File: src/rtl/fas_pkg.sv
// Shared definitions for the FAS spectrum receive path.
//   DW   : width of one FFT bin word, {re[15:0], im[15:0]}
//   NBIN : bins per frame (fixed at 16 by the fft_frame_rx port list)
//   IW   : bin index width, log2(NBIN)
//   fft_rx_state_t : receiver FSM states
//   bin_re / bin_im : signed real / imaginary halves of a bin word
package fas_pkg;

    localparam int unsigned DW   = 32;
    localparam int unsigned NBIN = 16;
    localparam int unsigned IW   = 4;

    typedef enum logic {
        IDLE = 1'b0,
        SEND = 1'b1
    } fft_rx_state_t;

    function automatic logic signed [15:0] bin_re(input logic [DW-1:0] w);
        return $signed(w[31:16]);
    endfunction

    function automatic logic signed [15:0] bin_im(input logic [DW-1:0] w);
        return $signed(w[15:0]);
    endfunction

endpackage

File: src/rtl/fft_bin_mag.sv
// Combinational power of one FFT bin: mag = re*re + im*im.
//   bin_word : {re[15:0], im[15:0]}, two's complement halves
//   mag      : unsigned power; max 2*(-32768)^2 = 2^31 fits in 32 bits
module fft_bin_mag
    import fas_pkg::*;
(
    input  logic [DW-1:0] bin_word,
    output logic [DW-1:0] mag
);

    logic signed [15:0] re;
    logic signed [15:0] im;
    logic signed [31:0] re_sq;
    logic signed [31:0] im_sq;

    always_comb begin
        re    = bin_re(bin_word);
        im    = bin_im(bin_word);
        re_sq = 32'(re) * 32'(re);
        im_sq = 32'(im) * 32'(im);
        // Each square is non-negative and <= 2^30, so the unsigned sum cannot wrap.
        mag   = $unsigned(re_sq) + $unsigned(im_sq);
    end

endmodule

File: src/rtl/fft_frame_rx.sv
// Receiving end of the FAS spectrum interface. Captures a 16-bin frame on
// fft_valid, re-emits it serially on a valid/ready stream and reports the
// peak-power bin once per frame.
//   clk, rst          : rising-edge clock, synchronous active-low reset
//   fft_valid         : one-cycle strobe, fft_d0..fft_d15 hold a full frame
//   fft_d0..fft_d15   : bin words {re, im}
//   out_valid/ready   : stream handshake; out_data/out_idx/out_last payload
//   peak_valid        : one-cycle pulse after the bin-15 handshake
//   peak_idx/peak_mag : peak bin of the finished frame, held until next pulse
//   ovf               : sticky, a frame arrived while busy and was dropped
// Build option: define FFT_RX_MAG_EN to build the power datapath and peak
// tracking; otherwise peak_idx/peak_mag are tied to 0 and peak_valid acts
// as a frame-done strobe.
module fft_frame_rx
    import fas_pkg::*;
(
    input  logic          clk,
    input  logic          rst,
    input  logic          fft_valid,
    input  logic [DW-1:0] fft_d0,
    input  logic [DW-1:0] fft_d1,
    input  logic [DW-1:0] fft_d2,
    input  logic [DW-1:0] fft_d3,
    input  logic [DW-1:0] fft_d4,
    input  logic [DW-1:0] fft_d5,
    input  logic [DW-1:0] fft_d6,
    input  logic [DW-1:0] fft_d7,
    input  logic [DW-1:0] fft_d8,
    input  logic [DW-1:0] fft_d9,
    input  logic [DW-1:0] fft_d10,
    input  logic [DW-1:0] fft_d11,
    input  logic [DW-1:0] fft_d12,
    input  logic [DW-1:0] fft_d13,
    input  logic [DW-1:0] fft_d14,
    input  logic [DW-1:0] fft_d15,
    output logic          out_valid,
    input  logic          out_ready,
    output logic [DW-1:0] out_data,
    output logic [IW-1:0] out_idx,
    output logic          out_last,
    output logic          peak_valid,
    output logic [IW-1:0] peak_idx,
    output logic [DW-1:0] peak_mag,
    output logic          ovf
);

    fft_rx_state_t state;
    fft_rx_state_t state_nxt;

    logic [DW-1:0] d_in      [NBIN];
    logic [DW-1:0] frame_buf [NBIN];
    logic [IW-1:0] cnt;

    logic hs;
    logic last_hs;
    logic capture;

    always_comb begin
        d_in[0]  = fft_d0;
        d_in[1]  = fft_d1;
        d_in[2]  = fft_d2;
        d_in[3]  = fft_d3;
        d_in[4]  = fft_d4;
        d_in[5]  = fft_d5;
        d_in[6]  = fft_d6;
        d_in[7]  = fft_d7;
        d_in[8]  = fft_d8;
        d_in[9]  = fft_d9;
        d_in[10] = fft_d10;
        d_in[11] = fft_d11;
        d_in[12] = fft_d12;
        d_in[13] = fft_d13;
        d_in[14] = fft_d14;
        d_in[15] = fft_d15;
    end

    assign hs      = out_valid & out_ready;
    assign last_hs = hs && (cnt == IW'(NBIN - 1));
    // A new frame is taken when idle, or exactly on the final handshake so
    // back-to-back frames stream without a bubble.
    assign capture = fft_valid && ((state == IDLE) || last_hs);

    // ---------------- FSM: state register ----------------
    always_ff @(posedge clk) begin
        if (!rst) begin
            state <= IDLE;
        end else begin
            state <= state_nxt;
        end
    end

    // ---------------- FSM: next state ----------------
    always_comb begin
        state_nxt = state;
        unique case (state)
            IDLE:    if (fft_valid) state_nxt = SEND;
            SEND:    if (last_hs && !fft_valid) state_nxt = IDLE;
            default: state_nxt = IDLE;
        endcase
    end

    // ---------------- FSM: outputs ----------------
    always_comb begin
        out_valid = 1'b0;
        out_data  = '0;
        out_idx   = '0;
        out_last  = 1'b0;
        if (state == SEND) begin
            out_valid = 1'b1;
            out_data  = frame_buf[cnt];
            out_idx   = cnt;
            out_last  = (cnt == IW'(NBIN - 1));
        end
    end

    // ---------------- buffer, counter, strobes ----------------
    always_ff @(posedge clk) begin
        if (!rst) begin
            cnt        <= '0;
            ovf        <= 1'b0;
            peak_valid <= 1'b0;
            for (int unsigned i = 0; i < NBIN; i++) begin
                frame_buf[i] <= '0;
            end
        end else begin
            peak_valid <= last_hs;
            if (capture) begin
                cnt <= '0;
                for (int unsigned i = 0; i < NBIN; i++) begin
                    frame_buf[i] <= d_in[i];
                end
            end else if (hs) begin
                cnt <= cnt + 1'b1;
            end
            if (fft_valid && (state == SEND) && !last_hs) begin
                ovf <= 1'b1;
            end
        end
    end

`ifdef FFT_RX_MAG_EN
    logic [DW-1:0] cur_mag;
    logic [DW-1:0] best_mag;
    logic [IW-1:0] best_idx;
    logic [DW-1:0] peak_mag_q;
    logic [IW-1:0] peak_idx_q;
    logic          mag_gt;

    fft_bin_mag u_bin_mag (
        .bin_word (out_data),
        .mag      (cur_mag)
    );

    // Strictly greater: ties keep the lower index.
    assign mag_gt = hs && (cur_mag > best_mag);

    always_ff @(posedge clk) begin
        if (!rst) begin
            best_mag   <= '0;
            best_idx   <= '0;
            peak_mag_q <= '0;
            peak_idx_q <= '0;
        end else begin
            // The final bin is folded in here directly, since best_* is
            // cleared in the same cycle when a back-to-back frame is taken.
            if (last_hs) begin
                peak_mag_q <= mag_gt ? cur_mag : best_mag;
                peak_idx_q <= mag_gt ? cnt     : best_idx;
            end
            if (capture) begin
                best_mag <= '0;
                best_idx <= '0;
            end else if (mag_gt) begin
                best_mag <= cur_mag;
                best_idx <= cnt;
            end
        end
    end

    assign peak_mag = peak_mag_q;
    assign peak_idx = peak_idx_q;
`else
    assign peak_mag = '0;
    assign peak_idx = '0;
`endif

endmodule

File: config.mk
export PLATFORM = sky130hd
export DESIGN_NAME = fft_frame_rx
export DESIGN_NICKNAME = d
export VERILOG_FILES = /design/src/rtl/fas_pkg.sv /design/src/rtl/fft_bin_mag.sv /design/src/rtl/fft_frame_rx.sv
export SDC_FILE = /design/constraint.sdc
export NUM_CORES = 1
export LEC_CHECK = 0
export BUFFER_PORTS_ARGS = -buffer_cell sky130_fd_sc_hd__buf_2
export CORE_MARGIN = 4
export CORE_UTILIZATION = 45
export DETAILED_ROUTE_END_ITERATION = 6
export GPL_TIMING_DRIVEN = 0
export PLACE_DENSITY_LB_ADDON = 0.08
export SLEW_MARGIN = 20
export SYNTH_ARGS = -nofsm -noshare
export SYNTH_HDL_FRONTEND = slang
export SYNTH_SLANG_ARGS = --single-unit
File: constraint.sdc
create_clock -name clk -period 28.9 [get_ports clk]
set_input_delay 1.445 -clock clk [delete_from_list [all_inputs] [get_ports clk]]
set_output_delay 1.445 -clock clk [all_outputs]
set_load 0.005 [all_outputs]
==> impl_metrics.csv, run 1 <==
group,metric,value,unit
logic_synthesis,post_synth_num_cell_types,34,
critical_path,critPathRequiredTime,27.45,ns
logic_synthesis,yosys_warnings,0,
grt,grt_first_pass_wirelength,108.7,mm
clock_tree,cts-buffers-inserted,56,
placement,placement.io_buffers,554,
clock_tree,clkTransAtPathRegs,0.06,ns
clock_tree,insertion_delay,0.61,ns
logic_synthesis,synth_flop_cell,"edfxtp_1",
clock_tree,tritoncts_num_sinks,523,
placement,place_worst_setup_slack,24.85,ns
routing,drtIter0Drc,1249,
layout,commonest_non_fill_non_tap_cells_in_the_layout,"buf_2 (591), and2_1 (517), edfxtp_1 (512)",
critical_path,worst_setup_path_start_kind,"register",
clock_tree,root_buffer,"clkbuf_16",
routing,drt_pass1_iterations,5,
timing,worst_slew_pin_slew,0.9353,ns
layout,mostFrequentLayoutCell,"buf_2",
critical_path,critical_path.cell_chain,"buf_2 -> nor2_1 -> clkbuf_1 -> a22oi_1 -> nand3_1 -> o21ai_0 -> buf_2",
placement,half_perimeter_wire_length_after_placement,60.11,mm
logic_synthesis,syn_area_per_cell,14.29,um2
logic_synthesis,synth-seq-cells,523,
clock_tree,clock_tree.htree_level_count,2,
clock_tree,cts_setup_buffers,0,
logic_synthesis,ys_seq_area_share,65.15,%
logic_synthesis,syn_inst,1675,
timing,rsz_0062_raised_after_global_routing,"no",
routing,detail_route.drc_violations,0,
clock_tree,cts_buffer_depth,3,
routing,detailed_route_wire_length_per_cell,24.98,um
critical_path,cpLargestDelayFamily,"buffers and inverters",
floorplan,core_region_area,52660,um2
timing,finalCritPeriodShare,16.26,%
run,cap_viol_max_count,0,
grt,largest_net_degree_at_the_start_of_global_routing,27,
floorplan,die_height,238.6,um
timing,timing.max_slew.rel_slack,37.65,%
routing,detailroute.via_count,16092,
critical_path,critPathSlowestCell,"clkbuf_1",
timing,maxClockFrequency,212.8,MHz
critical_path,slowest_delay,0.60,ns
clock_tree,cts.hold.buffers_added,0,
logic_synthesis,syn_area,23940,um2
floorplan,die-width,238.6,um
power,fin_total_pwr,0.001808,W
critical_path,path_max_fanout,10,
hold_path,hold_path_class,"reg -> reg",
logic_synthesis,ys_async_sr_fraction,0,%
run_status,outcome,"finished clean",
grt,grt_overflow,0,
grt,grt_antenna_before_repair,23,
floorplan,design.portCount,592,
critical_path,worstSetupPathType,"reg -> out",
critical_path,worst-endpoint-arrival,3.25,ns
placement,gpl.final_weighted_congestion,0.8577,
critical_path,number_of_buffer_and_inverter_instances_along_the_worst_setup_path,3,
timing,setup_viol,0,
timing,timing.final.max_slew_violations,0,
routing,drt_wl_total,77.58,mm
logic_synthesis,synth-edff-count,512,
clock_tree,cts_tree,"yes",
timing,clock_skew,0.01658,ns
power,power.density_cell_area,59.67,nW/um2
routing,via_per_inst,5.183,
critical_path,critPathCaptureType,"primary output",
power,peakVddDrop,0.04184,mV
power,leakagePower,12.29,nW
timing,period_needed,4.698,ns
timing,final_critical_path_setup_slack,24.20,ns
floorplan,start_util,45.46,%
clock_tree,post_cts.resized_instances,0,
routing,drtAntennaViolNets,0,
grt,first_global_vias,16398,
layout,finalNetCount,2866,
floorplan,die_area,56950,um2
timing,finalHoldViolations,0,
layout,layout-area-overhead-vs-synth,26.59,%
critical_path,cp_common_cell,"buf_2",
grt,grt_usage,26.41,%
layout,share_of_final_layout_standard_cells_stronger_than_drive_strength_1,33.10,%
floorplan,rows,84,
## final timing paths
kind,from,endpoint,slack (ns),cells past startpoint
hold / removal,ovf,ovf,0.52,2
hold reg to reg,ovf,ovf,0.52,2
setup reg to reg,cnt[0],frame_buf[3][10],26.21,8
setup / recovery,register,out_data[4],24.20,7
## routing by layer
| layer | wire length (um) | global-route usage, % | vias up |
|---|---|---|---|
| li1 | - | - | 7386 |
| met1 | 30850 | 35.19 | 7920 |
| met2 | 38210 | 44.11 | 654 |
| met3 | 6338 | 5.203 | 120 |
| met4 | 2097 | 8.162 | 12 |
| met5 | 79 | 0 | - |
## synthesized netlist by cell type (all sizes together) (3+ instances only)
library cell,number,area share [%]
and2,517,14
dfxtp,11,0.92
nand3,35,0.73
buf,101,3.1
nor2,7,0.11
o21ai,32,0.67
mux4,27,2.5
clkbuf,53,0.85
nand2,35,0.55
a21oi,3,0.063
edfxtp,512,64
a22oi,99,3.1
mux2i,202,8.4
nor2b,3,0.078
nand2b,22,0.57
## power breakdown
group | switching, W | internal [W] | total [W]
logic | 0.0000978 | 0.0000886 | 0.000186
registers | 0.0000138 | 0.000896 | 0.000910
clock network | 0.000295 | 0.000417 | 0.000712
total | 0.000407 | 0.00140 | 0.00181
## state kept, by name, indices dropped and copies added, names as in the netlist, named ones only
signal / count
ovf: 1
peak_valid: 1
frame_buf: 512
state: 1
cnt: 4
## worst reg2reg max path, cell delays in order, from the launching register on
cell and delay (ns):
dfxtp_1 0.39, ha_1 0.22, a41oi_2 0.23, o21ai_4 0.53, buf_12 0.27, buf_16 0.20, buf_16 0.18, buf_16 0.19
buf_16 0.20
## final cells by class
| cell class | count | area [um2] |
|---|---|---|
| Fill cell | 4416 | 22350 |
| Sequential cell | 523 | 15600 |
| Multi-Input combinational cell | 1031 | 7537 |
| Timing Repair Buffer | 581 | 3483 |
| Clock buffer | 82 | 1630 |
| Buffer | 154 | 940.9 |
| Tap cell | 688 | 860.8 |
| Clock inverter | 23 | 196.4 |
| Antenna cell | 21 | 52.55 |
| Inverter | 2 | 7.507 |
## logic make-up after synthesis
| logic type | synth area share [%] |
|---|---|
| xor gates and xnor gates | 0.1098 |
| buffers and inverters | 3.962 |
| and+or+nand+nor | 15.69 |
| AOI/OAI and AO/OA | 4.035 |
| adders and majority gates | 0.05226 |
| muxes | 10.99 |
| DFF | 65.15 |
| other | 0.01567 |
## stage by stage
step / instances / hold slack (ns) / area (um2) / util, % / TNS, ns
2_1_floorplan: 1710 / 0.4758 / 24070 / - / 0
3_3_place_gp: 2952 / 0.4751 / 27700 / 52.61 / -2898.18
3_5_place_dp: 2979 / 0.4957 / 28420 / 53.98 / 0
4_1_cts: 3084 / 0.5136 / 30250 / 57.45 / 0
5_1_grt: 3095 / 0.5503 / 30280 / 57.50 / 0
6_report: 3105 / 0.5159 / 30300 / 57.55 / 0
(Power assumes the default switching activity.)
==> run 2: changes to the inputs <==
- clock period: 28.9 -> 4.4 ns (I/O delays scaled with it)
==> run 2 against run 1 <==
Final area up 17%. First-iteration DRC count increased by 18%. Register-to-register slack got worse by 25 ns. Clock-buffer cell count down 15. Die area unchanged. Non-clock buffer count grew 514. Sequential share of layout area decreased by 7.4 points. Critical endpoint is now out_data[17]. Largest power group unchanged. Highest routed layer unchanged.
==> impl_metrics.csv, run 2 (synthesized netlist as in run 1, its figures left out) <==
group,metric,value,unit
power,peakVddDrop,0.3446,mV
placement,place_worst_setup_slack,1.346,ns
routing,highest_layer,"met5",
power,p_seq_share,49.3,%
layout,fin_area,35370,um2
timing,period_needed,3.707,ns
critical_path,worst_setup_path_start_kind,"register",
layout,share_of_final_layout_standard_cells_stronger_than_drive_strength_1,27.04,%
routing,detailroute.wirelength.met3,5.976,mm
floorplan,design.portCount,592,
power,power.density_cell_area,343.2,nW/um2
floorplan,core_region_area,52660,um2
timing,setup_viol,0,
layout,mostFrequentLayoutCell,"buf_2",
timing,setup-tns-final,0,ns
routing,via_per_inst,5.117,
layout,ff_latch_area,15600,um2
power,p_int,0.009351,W
timing,clock_skew,0.02274,ns
timing,finalCritPeriodShare,84.24,%
power,clkPwrFrac,37.3,%
run,cap_viol_max_count,0,
layout,nFillCells,3792,
grt,grt_antenna_before_repair,18,
timing,worst_slew_pin_slew,0.9400,ns
critical_path,reg2reg_slack,1.52,ns
timing,fin_worst_hold_slack,0.3823,ns
clock_tree,clock_tree.htree_level_count,2,
floorplan,die-width,238.6,um
grt,grt_usage,29.62,%
clock_tree,tritoncts_num_sinks,523,
critical_path,rr_startpoint,"cnt[0]",
hold_path,hold_path_class,"in -> reg",
placement,gpl.final_weighted_congestion,0.8528,
power,sw_frac_of_total,22.97,%
routing,drt_wl_total,86.72,mm
critical_path,path_max_fanout,10,
timing,finalHoldViolations,0,
routing,drt_pass1_iterations,5,
routing,detailroute.via_count,18509,
timing,final_critical_path_setup_slack,0.6934,ns
grt,first_global_vias,19798,
critical_path,reg2reg_depth,10,
grt,grt_overflow,0,
power,share_comb_of_total_power,13.3,%
floorplan,die_height,238.6,um
layout,largest_reg_flops,512,
layout,registers.top_by_ff_count,"frame_buf",
routing,detail_route.drc_violations,0,
grt,grt_first_pass_wirelength,124.4,mm
hold_path,worstHoldPathCells,3,
routing,drtAntennaViolNets,0,
timing,timing.max_slew.rel_slack,37.33,%
clock_tree,insertion_delay,0.61,ns
critical_path,worst-endpoint-arrival,3.49,ns
placement,detailed_place.area,28450,um2
clock_tree,clkTransAtPathRegs,0.06,ns
placement,post-place-cells,2979,
placement,placement.io_buffers,554,
routing,detailed_route_wire_length_per_cell,23.98,um
grt,largest_net_degree_at_the_start_of_global_routing,27,
critical_path,critPathRequiredTime,4.18,ns
layout,layout-area-overhead-vs-synth,47.75,%
placement,half_perimeter_wire_length_after_placement,60.93,mm
hold_path,hold_end,"state",
layout,multi_input_area,7561,um2
routing,wl_met1,34.54,mm
power,netSwitchingPower,0.002789,W
hold_path,hold_start,"rst",
floorplan,die_area,56950,um2
layout,number_of_standard_cells_in_the_final_layout_excluding_fillers,3617,
clock_tree,cts-buffers-inserted,56,
critical_path,crit-reg2reg-capture,"frame_buf[3][22]",
timing,timing.final.max_slew_violations,0,
power,leakagePower,14.38,nW
floorplan,rows,84,
run_status,outcome,"finished clean",
clock_tree,cts_tree,"yes",
layout,commonest_non_fill_non_tap_cells_in_the_layout,"buf_2 (591), and2_1 (517), dlygate4sd3_1 (514)",
timing,maxClockFrequency,269.8,MHz
layout,finalNetCount,3380,
layout,largest_registers,"frame_buf x512, cnt x4",
critical_path,worstSetupPathType,"reg -> out",
routing,drtIter0Drc,1473,
floorplan,start_util,45.46,%
critical_path,critPathCaptureType,"primary output",
clock_tree,root_buffer,"clkbuf_16",
clock_tree,cts_buffer_depth,3,
timing,rsz_0062_raised_after_global_routing,"no",
routing,met2_wirelength,42.73,mm
-- run 2: cell types whose count changed in the layout (fill, tap and decap cells not counted), moves of 2 or more --
cell / previous run / this run
clkinv_2: 8 / 11
clkinv_1: 8 / 19
clkbuf_8: 11 / 0
dfxtp_1: 11 / 9
clkbuf_1: 66 / 62
dfxtp_2: 0 / 2
dlygate4sd3_1: 0 / 514
inv_6: 2 / 0
-- run 2: how the worst max path moves through the flow --
stage | start | end | depth (start not counted)
5_1_grt | register | out_data[17] | 7
4_1_cts | register | out_data[17] | 7
3_3_place_gp | cnt[0] | register | 4
6_report | register | out_data[17] | 7
3_5_place_dp | register | out_data[17] | 7
2_1_floorplan | cnt[1] | frame_buf[0][0] | 3
-- run 2: metrics by stage --
stage          utilization [%]  power, W
6_report                 67.17   0.01214
5_1_grt                  67.13   0.01252
4_1_cts                  67.07   0.01217
3_5_place_dp             54.03  0.007300
3_3_place_gp             52.68  0.007295
2_1_floorplan                -  0.006741
-- run 2: power groups by stage --
stage	clock [W]	combinational (W)	sequential [W]
after detailed placement	0	0.00121	0.00609
after global routing	0.00478	0.00172	0.00602
after global placement	0	0.00109	0.00620
after CTS	0.00459	0.00159	0.00599
after floorplan	0	0.000597	0.00614
final	0.00453	0.00162	0.00599
-- run 2: area by class of cell --
cell class,count,share of cell area (%)
Antenna cell,22,0.1557
Multi-Input combinational cell,1031,21.38
Tap cell,688,2.434
Inverter,2,0.02123
Timing Repair Buffer,1095,24.40
Buffer,154,2.660
Sequential cell,523,44.10
Clock buffer,67,4.139
Clock inverter,35,0.7181
-- run 2: layer usage --
layer	vias to the layer above	global-route usage, %
met5	-	0
met4	2	11.63
met3	192	4.822
met2	833	50.16
met1	9070	38.46
li1	8412	-
-- run 2: what timing repair did --
| item | CTS | global route |
|---|---|---|
| resized for setup | 0 | 0 |
| setup buffers | 0 | 0 |
| endpoints found under the hold margin | 517 | 0 |
| hold buffers | 514 | 0 |
-- run 2: critical path, cell delays in order, from the launching register on --
cell and delay, ns:
dfxtp_1 0.38, buf_2 0.27, nor2_1 0.75, clkbuf_1 0.54, a22oi_1 0.20, nand2_1 0.30, o21ai_0 0.22, buf_2 0.21
==> run 3: changes to the inputs <==
- ABC_AREA: default -> 1
- clock period: 4.4 -> 3.3 ns (I/O delays scaled with it)
==> run 3 against run 2 <==
Clock skew fell by 0.0050 ns. Clock-buffer cell count is 2 higher. Global-route usage rose by 0.64 points. Cell count up 45%. Die area is 20% higher. Non-clock buffer count up 25. Setup slack lost 0.65 ns. Sequential power up 33%.
==> impl_metrics.csv, run 3 <==
group,metric,value,unit
routing,drtAntennaViolNets,0,
clock_tree,cts_tree,"yes",
clock_tree,clkTransAtPathRegs,0.06,ns
routing,drt_pass1_iterations,6,
floorplan,die_area,68480,um2
layout,layout-area-overhead-vs-synth,38.94,%
routing,detailroute.wirelength.met3,8.021,mm
placement,placement.io_buffers,554,
floorplan,rows,92,
timing,maxClockFrequency,307.2,MHz
placement,half_perimeter_wire_length_after_placement,74.79,mm
layout,number_of_standard_cells_in_the_final_layout_excluding_fillers,5235,
timing,finalHoldViolations,0,
layout,largest_reg_flops,512,
grt,grt_first_pass_wirelength,151.3,mm
clock_tree,cts_setup_buffers,0,
logic_synthesis,compound_gate_fraction_of_synth_area,0.6048,%
layout,commonest_non_fill_non_tap_cells_in_the_layout,"nand2_1 (972), inv_1 (780), buf_2 (576)",
timing,rsz_0062_raised_after_global_routing,"no",
clock_tree,cts-buffers-inserted,57,
logic_synthesis,ys_async_sr_fraction,0,%
floorplan,die_height,261.7,um
logic_synthesis,syn_area,28960,um2
routing,detailed_route_wire_length_per_cell,20.31,um
critical_path,critPathRequiredTime,3.13,ns
timing,setup_viol,0,
logic_synthesis,synth-simple-area-share,30.33,%
floorplan,die-width,261.7,um
logic_synthesis,post_synth_num_cell_types,22,
floorplan,core_region_area,63430,um2
routing,detail_route.drc_violations,0,
logic_synthesis,synth-edff-count,512,
logic_synthesis,ys_seq_area_share,53.84,%
logic_synthesis,post_synth_main_area_contributors,"edfxtp_1 (53%), nand2_1 (13%), nor2_4 (12%)",
layout,finalNetCount,4854,
grt,largest_net_degree_at_the_start_of_global_routing,103,
routing,drtIter0Drc,2204,
layout,registers.top_by_ff_count,"frame_buf",
grt,first_global_vias,24563,
logic_synthesis,synthMuxAreaShare,0,%
timing,clock_skew,0.01779,ns
logic_synthesis,yosys.area_share.xor_xnor,0.03024,%
critical_path,critPathCaptureType,"primary output",
layout,largest_registers,"frame_buf x512, cnt x4",
routing,detailroute.via_count,24778,
timing,period_needed,3.255,ns
power,leakagePower,19.89,nW
layout,share_of_final_layout_standard_cells_stronger_than_drive_strength_1,24.45,%
power,power.density_cell_area,433.8,nW/um2
logic_synthesis,synth_adder_area_share,0.04320,%
logic_synthesis,synth.cells.most_frequent,"nand2_1 (974), inv_1 (780), edfxtp_1 (512)",
clock_tree,clock_tree.htree_level_count,2,
timing,timing.final.max_slew_violations,0,
critical_path,cpLargestDelayFamily,"buffers and inverters",
routing,met2_wirelength,50.14,mm
grt,grt_antenna_before_repair,3,
logic_synthesis,synth-seq-cells,523,
hold_path,hold_path_class,"in -> reg",
critical_path,number_of_buffer_and_inverter_instances_along_the_worst_setup_path,4,
floorplan,start_util,45.66,%
logic_synthesis,syn_inst,3170,
critical_path,path_max_fanout,10,
logic_synthesis,synthMostInstantiatedCell,"nand2_1",
run_status,outcome,"finished clean",
critical_path,critical_path.cell_chain,"buf_2 -> buf_2 -> clkbuf_2 -> nand2_1 -> nand2_1 -> nand2_1 -> nand3_1 -> nand3_1 -> a21oi_1 -> buf_2",
clock_tree,insertion_delay,0.63,ns
layout,nFillCells,5232,
placement,post-place-cells,4610,
routing,drt_wl_total,106.3,mm
logic_synthesis,yosys_warnings,0,
routing,wl_met1,42.89,mm
timing,worst_slew_pin_slew,0.8644,ns
logic_synthesis,synth_top_family_by_area,"simple AND/OR/NAND/NOR gates",
grt,grt_usage,30.26,%
critical_path,worst_setup_path_start_kind,"register",
clock_tree,cts_buffer_depth,3,
power,peakVddDrop,0.3698,mV
grt,grt_overflow,0,
run,cap_viol_max_count,0,
placement,gpl.final_weighted_congestion,0.8666,
routing,via_per_inst,4.733,
clock_tree,root_buffer,"clkbuf_16",
logic_synthesis,syn_area_per_cell,9.137,um2
logic_synthesis,synth_flop_cell,"edfxtp_1",
logic_synthesis,synth_top_area_share,53.08,%
logic_synthesis,yosys.area.top_type,"edfxtp_1",
clock_tree,tritoncts_num_sinks,523,
critical_path,worstSetupPathType,"reg -> out",
floorplan,design.portCount,592,
timing,timing.max_slew.rel_slack,42.38,%
layout,mostFrequentLayoutCell,"nand2_1",
critical_path,worst-endpoint-arrival,3.09,ns
timing,finalCritPeriodShare,98.65,%
layout,final_core_util,63.45,%
critical_path,critPathSlowestCell,"buf_2",
critical_path,slowest_delay,0.45,ns
routing,highest_layer,"met5",
-- run 3: path summary, 6_finish.rpt --
check,startpoint,end,slack [ns],cells past startpoint
setup / recovery,register,out_data[5],0.04,10
hold / removal,fft_d13[19],frame_buf[13][19],0.34,4
setup reg to reg,state,frame_buf[1][29],0.30,8
hold reg to reg,ovf,ovf,0.48,2
-- run 3: logic make-up (layout without fill, tap and decap cells) --
| group | count (synthesis) | in the layout |
|---|---|---|
| flops | 523 | 523 |
| xor+xnor | 1 | 1 |
| other cells | 1 | 40 |
| buf+inv | 982 | 2162 |
| compound gates | 35 | 35 |
| simple gates | 1627 | 1627 |
| fa+ha+maj | 1 | 1 |
-- run 3: timing repair --
item                       in CTS  in global routing
gates cloned                    0                  0
hold buffers                  514                  0
hold endpoints to repair      517                  0
setup endpoints to repair      32                 22
gates resized for setup        17                 29
-- run 3: layout make-up --
class                   instances  area [um2]  share of cell area, %
diodes                          4       10.01                0.02487
plain buffers                 201        1491                  3.706
clock buffers                  69        1514                  3.762
clock inverters                38       440.4                  1.094
inverters                     781        2932                  7.285
multi-input cells            1700        9143                  22.72
flip-flops and latches        523       15600                  38.76
well taps                     846        1059                  2.630
repair buffers               1073        8055                  20.02
-- run 3: worst min-delay path, cell delays in order --
cell and delay, ns:
dlygate4sd3_1 0.52, buf_2 0.09, nand2_1 0.04, inv_1 0.04
-- run 3: per-stage QoR --
step	hold slack [ns]	cell area [um2]	setup TNS, ns	total power, W	setup WS (ns)
after floorplan	0.2855	29120	-31.45	0.009388	-0.06142
after global placement	0.4253	32960	-614.86	0.01030	-1.229
after detailed placement	0.4251	33090	0	0.01029	0.2067
after CTS	0.3044	40210	0	0.01746	0.006418
after global routing	0.3453	40230	0	0.01805	0.0007228
final	0.3423	40240	0	0.01746	0.04453
-- run 3: routing by layer --
| layer | track usage, % | vias to the layer above |
|---|---|---|
| li1 | - | 11802 |
| met1 | 39.58 | 11665 |
| met2 | 50.00 | 1067 |
| met3 | 4.761 | 242 |
| met4 | 13.50 | 2 |
| met5 | 0 | - |
-- run 3: power by group --
| part | internal [W] | total [W] | switching, W |
|---|---|---|---|
| Sequential | 0.00786 | 0.00798 | 0.000126 |
| Clock | 0.00403 | 0.00677 | 0.00273 |
| Combinational | 0.00114 | 0.00271 | 0.00157 |
